<file path="src/rtl/shift_sequence_gen.sv">
// Serial pattern transmitter: shifts a latched WIDTH-bit pattern out MSB-first,
// repeated N times with an optional idle gap, and pulses done when finished.
module shift_sequence_gen #(
  parameter int unsigned WIDTH = 4,
  parameter int unsigned CNT_W = 4,
  parameter int unsigned GAP   = 1
) (
  input  logic                     clk,
  input  logic                     rst,
  input  logic                     start_valid_i,
  output logic                     start_ready_o,
  input  logic [WIDTH-1:0]         pattern_i,
  input  logic [CNT_W-1:0]         repeat_i,
  input  logic                     abort_i,
  output logic                     dout_o,
  output logic                     dout_valid_o,
  output logic                     busy_o,
  output logic                     done_o,
  output logic [$clog2(WIDTH)-1:0] bit_idx_o
);

  localparam int unsigned IDX_W = $clog2(WIDTH);
  localparam int unsigned GAP_W = $clog2(GAP + 2);

  typedef enum logic [1:0] {
    S_IDLE  = 2'd0,
    S_SHIFT = 2'd1,
    S_GAP   = 2'd2
  } state_e;

  state_e            state_q, state_d;
  logic [WIDTH-1:0]  shreg_q, shreg_d;
  logic [WIDTH-1:0]  pat_q, pat_d;
  logic [IDX_W-1:0]  bit_q, bit_d;
  logic [CNT_W-1:0]  rep_q, rep_d;
  logic [GAP_W-1:0]  gap_q, gap_d;
  logic              done_d;

  logic              dout_q, dout_valid_q, busy_q, done_q;
  logic [IDX_W-1:0]  bit_idx_q;
  logic              hs_c;

  // Ready is combinational so a request in the done cycle is taken immediately.
  assign start_ready_o = (state_q == S_IDLE) & ~abort_i & ~rst;
  assign hs_c          = start_valid_i & start_ready_o;

  assign dout_o       = dout_q;
  assign dout_valid_o = dout_valid_q;
  assign busy_o       = busy_q;
  assign done_o       = done_q;
  assign bit_idx_o    = bit_idx_q;

  // Next-state logic: burst sequencing, shifting and repetition counting.
  always_comb begin
    state_d = state_q;
    shreg_d = shreg_q;
    pat_d   = pat_q;
    bit_d   = bit_q;
    rep_d   = rep_q;
    gap_d   = gap_q;
    done_d  = 1'b0;
    case (state_q)
      S_IDLE: begin
        if (hs_c) begin
          state_d = S_SHIFT;
          shreg_d = pattern_i;
          pat_d   = pattern_i;
          bit_d   = IDX_W'(WIDTH - 1);
          rep_d   = (repeat_i == '0) ? '0 : repeat_i - CNT_W'(1);
        end
      end
      S_SHIFT: begin
        if (abort_i) begin
          state_d = S_IDLE;
          shreg_d = '0;
          bit_d   = '0;
          rep_d   = '0;
        end else if (bit_q == '0) begin
          if (rep_q != '0) begin
            rep_d   = rep_q - CNT_W'(1);
            shreg_d = pat_q;
            bit_d   = IDX_W'(WIDTH - 1);
            if (GAP > 0) begin
              state_d = S_GAP;
              gap_d   = GAP_W'(GAP - 1);
            end
          end else begin
            state_d = S_IDLE;
            done_d  = 1'b1;
            shreg_d = '0;
          end
        end else begin
          shreg_d = shreg_q << 1;
          bit_d   = bit_q - IDX_W'(1);
        end
      end
      S_GAP: begin
        if (abort_i) begin
          state_d = S_IDLE;
          shreg_d = '0;
          bit_d   = '0;
          rep_d   = '0;
          gap_d   = '0;
        end else if (gap_q == '0) begin
          state_d = S_SHIFT;
        end else begin
          gap_d = gap_q - GAP_W'(1);
        end
      end
      default: state_d = S_IDLE;
    endcase
  end

  // State and output registers; outputs reflect the state being entered.
  always_ff @(posedge clk or posedge rst) begin
    if (rst) begin
      state_q      <= S_IDLE;
      shreg_q      <= '0;
      pat_q        <= '0;
      bit_q        <= '0;
      rep_q        <= '0;
      gap_q        <= '0;
      dout_q       <= 1'b0;
      dout_valid_q <= 1'b0;
      busy_q       <= 1'b0;
      done_q       <= 1'b0;
      bit_idx_q    <= '0;
    end else begin
      state_q      <= state_d;
      shreg_q      <= shreg_d;
      pat_q        <= pat_d;
      bit_q        <= bit_d;
      rep_q        <= rep_d;
      gap_q        <= gap_d;
      dout_q       <= (state_d == S_SHIFT) & shreg_d[WIDTH-1];
      dout_valid_q <= (state_d == S_SHIFT);
      busy_q       <= (state_d != S_IDLE);
      done_q       <= done_d;
      bit_idx_q    <= (state_d == S_SHIFT) ? bit_d : '0;
    end
  end

endmodule

</file>
<file path="config.mk">
export PLATFORM = sky130hd
export DESIGN_NAME = shift_sequence_gen
export DESIGN_NICKNAME = d
export VERILOG_FILES = /design/src/rtl/shift_sequence_gen.sv
export SDC_FILE = /design/constraint.sdc
export NUM_CORES = 1
export LEC_CHECK = 0
export ABC_AREA = 1
export CORE_UTILIZATION = 25
export CTS_BUF_LIST = sky130_fd_sc_hd__clkbuf_16
export DETAILED_ROUTE_END_ITERATION = 10
export GPL_TIMING_DRIVEN = 0
export PLACE_DENSITY_LB_ADDON = 0.1
export SLEW_MARGIN = 30
export SYNTH_ARGS = -nofsm -noshare
export SYNTH_HDL_FRONTEND = slang
export SYNTH_SLANG_ARGS = --single-unit
</file>
<file path="constraint.sdc">
create_clock -name clk -period 3.5 [get_ports clk]
set_input_delay 0.7 -clock clk [delete_from_list [all_inputs] [get_ports clk]]
set_output_delay 0.7 -clock clk [all_outputs]
set_load 0.02 [all_outputs]
</file>
# Word level (Yosys, flattened, before mapping)
# Cells that the tools add are included.
[word_totals]
register_bits = 24
inputBits = 12
elab_cells = 82
[op_classes]
addsub = 4
n_eq_ne = 11
mux = 37
bitwise_logic = 6
n_reduce_logical = 12
[op_table]
columns = ["op", "n"]
rows = [
  ["$mux W4", 11],
  ["$mux W2", 17],
  ["$pmux W4 S3", 2],
  ["$pmux W2 S3", 2],
  ["$ne A2 B2 Y1 const B", 5],
  ["$reduce_and A5 Y1", 2],
  ["$ne A3 B3 Y1 const B", 3],
  ["$sub A4 B1 Y4 const B", 2],
  ["$logic_not A2 Y1", 3],
  ["$and A1 B1 Y1", 4],
  ["$eq A2 B1 Y1 const B", 2],
  ["$logic_not A4 Y1", 1],
  ["$mux W1", 4],
  ["$pmux W2 S2", 1],
  ["$reduce_bool A2 Y1", 2],
  ["$reduce_bool A4 Y1", 1],
  ["$sub A2 B1 Y2 const B", 2],
  ["$reduce_and A3 Y1", 1],
  ["$reduce_bool A3 Y1", 1],
  ["$eq A2 B2 Y1 const B", 1],
  ["$not A1 Y1", 2],
  ["$reduce_and A2 Y1", 1],
]

# Logic depth before layout (Yosys ltp)
# Gate-level depths: netlist of the first run.
[logic_depth]
word_depth = 8
mapped_depth = 11
ltp_nobuf = 11

# Worst setup path after synthesis of the first run
# OpenSTA, ideal clock, no wires.
[synth_path]
path_type = "input-to-output"
startpoint = "input rst"
endpoint = "output start_ready_o"
arrival_ns = 1.562
required_time_ns = 2.800
path_slack_ns = 1.238
cell_stages = 3
n_path_buf = 0
path_cell_list = "inv_1 > nand2_1 > inv_1"
[synth_via]
elab_chain_len = 2
[synth_rtl]
columns = ["item", "line_no", "text"]
rows = [
  ["start, declared", "9", "input logic rst,"],
  ["$not A1 Y1", "44", "assign start_ready_o = (state_q == S_IDLE) & ~abort_i & ~rst;"],
  ["$and A1 B1 Y1", "44", ""],
  ["end, declared", "11", "output logic start_ready_o,"],
]
# No other way between the ends.

# Final worst setup path of the first run
# Same ends and word-level chain as after synthesis.

==> flow_summary.toml, run 1 <==
[worst_setup_path]
worstSetupStartpointType = "primary input"
crit-reg2reg-launch = "state_q[0]"
arrival_ns = 2.36
critical_path_class = "in2out"
cp.required_ns = 2.80
r2r_setup_slack_ns = 1.76
crit_path_end_kind = "primary output"
path_max_fanout = 27
r2r-end = "rep_q[1]"
r2r_cells = 10

[sta]
hold_viol = 0
period_share_pct = 87.4
tightestPinTransition_ns = 0.573
period_minus_slack_ns = 3.06
max_freq_ghz = 0.327
slew_headroom_pct = 61.8
clock-skew-final_ns = 0.00221
setup_viol = 0
rsz0062_at_grt = "false"
maxSlewViolCount = 0
setup_tns_ns = 0

[route]
vias = 1119
drt_iter0_markers = 46
wl_per_cell_um = 11.1
viasPerCell = 4.24
antenna_left = 0
drc = 0
wl_um = 2920
drt_first_pass_iters = 4

[grt]
grt_pass1_wl_um = 5510
overflow = 0
grt_pass1_vias = 1164
grt_max_degree = 28
antenna_found_initial = 0
gr-usage-all-layers_pct = 11.7

[place]
globalplace.congestion = 0.784
dpl_cell_area_um2 = 1640
dp_hpwl_um = 2250
io_buffers = 18
place_inst = 260

[layout]
nets = 214
final_cell_mix = "42 x nand2_1, 24 x dfrtp_1, 23 x inv_1"
antenna_cells = 0
final_cells = 264
postLayoutCoreUtil_pct = 33.5
fin_area_um2 = 1740
n_fill_cell = 563
mostFrequentLayoutCell = "nand2_1"
areaGrowthSynthToFinish_pct = 27.2
drive_gt1_share_pct = 13.4

[synthesis]
syn-cell-area_um2 = 1370
ys_ff_latch = 24
synthCells = 172
syn_avg_cell_area_um2 = 7.97
synth_nets = 191
synth_ff_type = "dfrtp_1"
synth_edf_count = 0
ys.warnings.count = 0
synth_cell_types = 24
seq_area_frac_synth_pct = 43.8
async_flop_share_pct = 100

[flow_run]
max_cap_violations = 0

[floorplanning]
initial_core_util_pct = 26.3
die_x_um = 76.0
dieArea_um2 = 5780
num_rows = 26
core_um2 = 5200
io_pins = 19
die_h_um = 76.0

[clock_tree]
root_buffer = "clkbuf_16"
cts-htree-levels = 1
post_cts_resized = 0
clk_latency_ns = 0.26
post_cts_buffers = 0
cts.reportedPaths.clkPinSlew_ns = 0.06
clock_path_buffers = 2
cts_tree = "done"
holdBufCountCts = 0
cts_buffers = 3
cts.sinks = 24

[run_status]
status = "complete, no violations"

[worst_hold_path]
whs_endpoint = "shreg_q[3]"
hp-start = "shreg_q[3]"
hp-class = "reg2reg"
whs_path_depth = 2

[power_and_ir_drop]
p_leak_nw = 0.858
peakVddDrop_mv = 0.298
power.density_nw_per_um2 = 871
[worst max-delay path, stage by stage]
cell	delay (ns)
clkdlybuf4s50_1	0.41
inv_2	0.43
nand2_1	0.15
inv_1	0.07
clkdlybuf4s50_1	0.59
[Yosys cell counts, types with 2 or more instances]
cell / n / area [um2]
o21ai_0: 11 / 55.1
nand2_2: 4 / 25.0
nor2_4: 5 / 56.3
nand3_1: 9 / 45.0
nand4_1: 3 / 18.8
o22ai_1: 3 / 18.8
inv_1: 24 / 90.1
nand2_1: 42 / 158
nand3_2: 2 / 20.0
o21ai_1: 2 / 10.0
ha_1: 7 / 87.6
inv_2: 4 / 15.0
a21oi_1: 2 / 10.0
nor2_2: 2 / 12.5
dfrtp_1: 24 / 601
nor2_1: 20 / 75.1
[layout make-up]
class,instances,area [um2],area share (%)
timing repair buffer,18,180,10.3
multi-input combinational,119,659,37.8
clock inverter,1,30.0,1.72
sequential,24,601,34.5
inverter,29,110,6.32
tap,70,87.6,5.03
clock buffer,3,75.1,4.31
[sequential cells by signal (all words and copies together) (netlist names)]
name and flops:
rep_q 4, state_q 2, dout_valid_o 1, bit_q 2, gap_q 2, shreg_q 4, bit_idx_o 2, busy_o 1
dout_o 1, done_o 1, pat_q 4
[per-layer routing]
metal	GRT usage [%]	wire [um]	vias to the layer above	part of all wire, %
li1	-	-	580	-
met1	16.0	1450	519	50
met2	18.5	1330	16	45
met3	2.51	106	4	3.6
met4	4.04	42	0	1.4
met5	0	0	-	0
[how the worst max path moves through the flow]
stage / start / end / slack, ns / depth (start not counted)
6_report: rst / start_ready_o / 0.44 / 5
5_1_grt: rst / start_ready_o / 0.30 / 5
4_1_cts: rst / start_ready_o / 0.37 / 5
3_5_place_dp: rst / start_ready_o / 0.37 / 5
3_3_place_gp: rst / start_ready_o / 0.06 / 5
2_1_floorplan: rst / start_ready_o / 1.24 / 3
[through the flow]
step,worst slack (ns),hold WS (ns),power [mW]
2_1_floorplan,1.24,0.445,1.00
3_3_place_gp,0.0616,0.463,1.19
3_5_place_dp,0.366,0.468,1.20
4_1_cts,0.369,0.483,1.54
5_1_grt,0.299,0.524,1.67
6_report,0.439,0.477,1.52
[cell families after synthesis]
family	Yosys count	synth area share, %
and+or+nand+nor	89	31.7
buffers and inverters	29	8.04
DFF	24	43.8
AOI/OAI and AO/OA	21	8.77
adders and majority gates	7	6.39
xor gates and xnor gates	2	1.28
[where the power goes]
part | internal (mW) | switching (mW)
Clock | 0.227 | 0.0998
Sequential | 0.399 | 0.0658
Combinational | 0.268 | 0.458
No activity file was read; power rests on OpenSTA's default activity.
==> run 2: changes to the inputs <==
Settings changed: CTS_CLUSTER_SIZE from default to 24, TNS_END_PERCENT from default to 5.
==> results of run 2 <==
Final layout, timing and power as in run 1 (identical DEF).
==> run 3: changes to the inputs <==
Settings changed: CORE_UTILIZATION 25 to 50.
==> run 3 against run 2 <==
Effect of this change: via count grew 2.8%; setup slack gained 0.053 ns; count of clock-buffer cells in the layout is the same; worst hold slack gained 0.0046 ns; final cell count shrank 15%; combinational power shrank 1%; clock power is essentially flat; clock skew grew 0.0012 ns; non-clock buffer count is the same; core utilization grew 34 points; sequential power is essentially flat; largest cell class unchanged.
==> flow_summary.toml, run 3 (synthesized netlist as in run 1, its figures left out) <==
[run_status]
status = "complete, no violations"

[worst_setup_path]
path_max_fanout = 27
arrival_ns = 2.31
worstSetupStartpointType = "primary input"
crit_path_end_kind = "primary output"
critical_path_class = "in2out"
r2r-end = "rep_q[3]"
r2r_setup_slack_ns = 1.79
r2r_cells = 10
cp.required_ns = 2.80
crit-reg2reg-launch = "state_q[0]"

[clock_tree]
cts.sinks = 24
cts_buffers = 3
holdBufCountCts = 0
post_cts_resized = 0
clock_path_buffers = 2
post_cts_buffers = 0
cts.reportedPaths.clkPinSlew_ns = 0.06
clk_latency_ns = 0.26
cts_tree = "done"
cts-htree-levels = 1
root_buffer = "clkbuf_16"

[power_and_ir_drop]
p_seq_share_pct = 30.9
p_leak_nw = 0.858
p_clk_share_pct = 21.7
switching_power_uw = 619
power.density_nw_per_um2 = 894
swShare_pct = 40.9
comb_power_share_pct = 47.5
peakVddDrop_mv = 0.538
intPower_uw = 895

[grt]
gr-usage-all-layers_pct = 22.0
overflow = 0
grt_pass1_wl_um = 4420
grt_max_degree = 28
grt_pass1_vias = 1105
antenna_found_initial = 0

[place]
dpl_cell_area_um2 = 1590
io_buffers = 18
place_inst = 220
preCtsSetupSlack_ns = 0.442
globalplace.congestion = 0.796
dp_hpwl_um = 2010

[sta]
slew_headroom_pct = 61.4
rsz0062_at_grt = "false"
maxSlewViolCount = 0
tightestPinTransition_ns = 0.578
period_minus_slack_ns = 3.01
setup_tns_ns = 0
max_freq_ghz = 0.333
setup_slack_ns = 0.493
hold_viol = 0
setup_viol = 0
period_share_pct = 85.9
clock-skew-final_ns = 0.00342

[layout]
reg.largest.list = "pat_q (4), rep_q (4), shreg_q (4)"
antenna_cells = 0
fin_area_um2 = 1690
final_cell_mix = "42 x nand2_1, 24 x dfrtp_1, 23 x inv_1"
mostFrequentLayoutCell = "nand2_1"
final_cells = 224
areaGrowthSynthToFinish_pct = 23.6
nets = 214
n_fill_cell = 223
drive_gt1_share_pct = 13.4

[floorplanning]
die_x_um = 54.3
io_pins = 19
dieArea_um2 = 2950
die_h_um = 54.3
core_um2 = 2520
initial_core_util_pct = 54.3
num_rows = 18

[route]
vias = 1150
antenna_left = 0
drt_first_pass_iters = 4
viasPerCell = 5.13
drt_iter0_markers = 14
wl_per_cell_um = 12.0
drc = 0
wl_um = 2680

[worst_hold_path]
hp-class = "reg2reg"
hp-start = "shreg_q[3]"
whs_path_depth = 2
whs_endpoint = "shreg_q[3]"

[flow_run]
max_cap_violations = 0
==> run 3: critical path, stage by stage <==
cell             delay, ns
clkdlybuf4s50_1       0.41
inv_2                 0.43
nand2_1               0.11
inv_1                 0.07
clkdlybuf4s50_1       0.59
==> run 3: stage by stage <==
step / hold slack (ns) / util [%] / total power, mW
after floorplan: 0.445 / - / 1.00
after detailed placement: 0.467 / 62.9 / 1.19
after CTS: 0.483 / 67.1 / 1.53
after global placement: 0.465 / 62.9 / 1.16
final: 0.481 / 67.1 / 1.51
after global routing: 0.513 / 67.1 / 1.65
==> run 3: power by group through the flow <==
stage	sequential (mW)	combinational [mW]	clock [mW]
after global placement	0.466	0.699	0
after global routing	0.481	0.822	0.346
final	0.467	0.718	0.328
after CTS	0.467	0.728	0.336
after floorplan	0.486	0.516	0
after detailed placement	0.471	0.721	0
==> run 3: metal layers <==
layer  vias to the layer above  global-route usage [%]  share of wire, %
met5                         -                       0                 0
met4                         0                    10.7               2.0
met3                         5                    6.11               4.0
met2                        22                    36.2                48
met1                       544                    26.3                46
li1                        579                       -                 -
==> run 3: final cells by class <==
type	instances	area [um2]	share of cell area, %
sequential	24	601	35.5
clock buffer	3	75.1	4.43
timing repair buffer	18	180	10.6
clock inverter	1	30.0	1.77
tap	30	37.5	2.22
inverter	29	110	6.50
multi-input combinational	119	659	39.0
==> run 3: worst max-delay path by stage <==
| stage | startpoint | end |
|---|---|---|
| after floorplan | rst | start_ready_o |
| after global placement | rst | start_ready_o |
| after detailed placement | rst | start_ready_o |
| after CTS | rst | start_ready_o |
| after global routing | rst | start_ready_o |
| final | rst | start_ready_o |
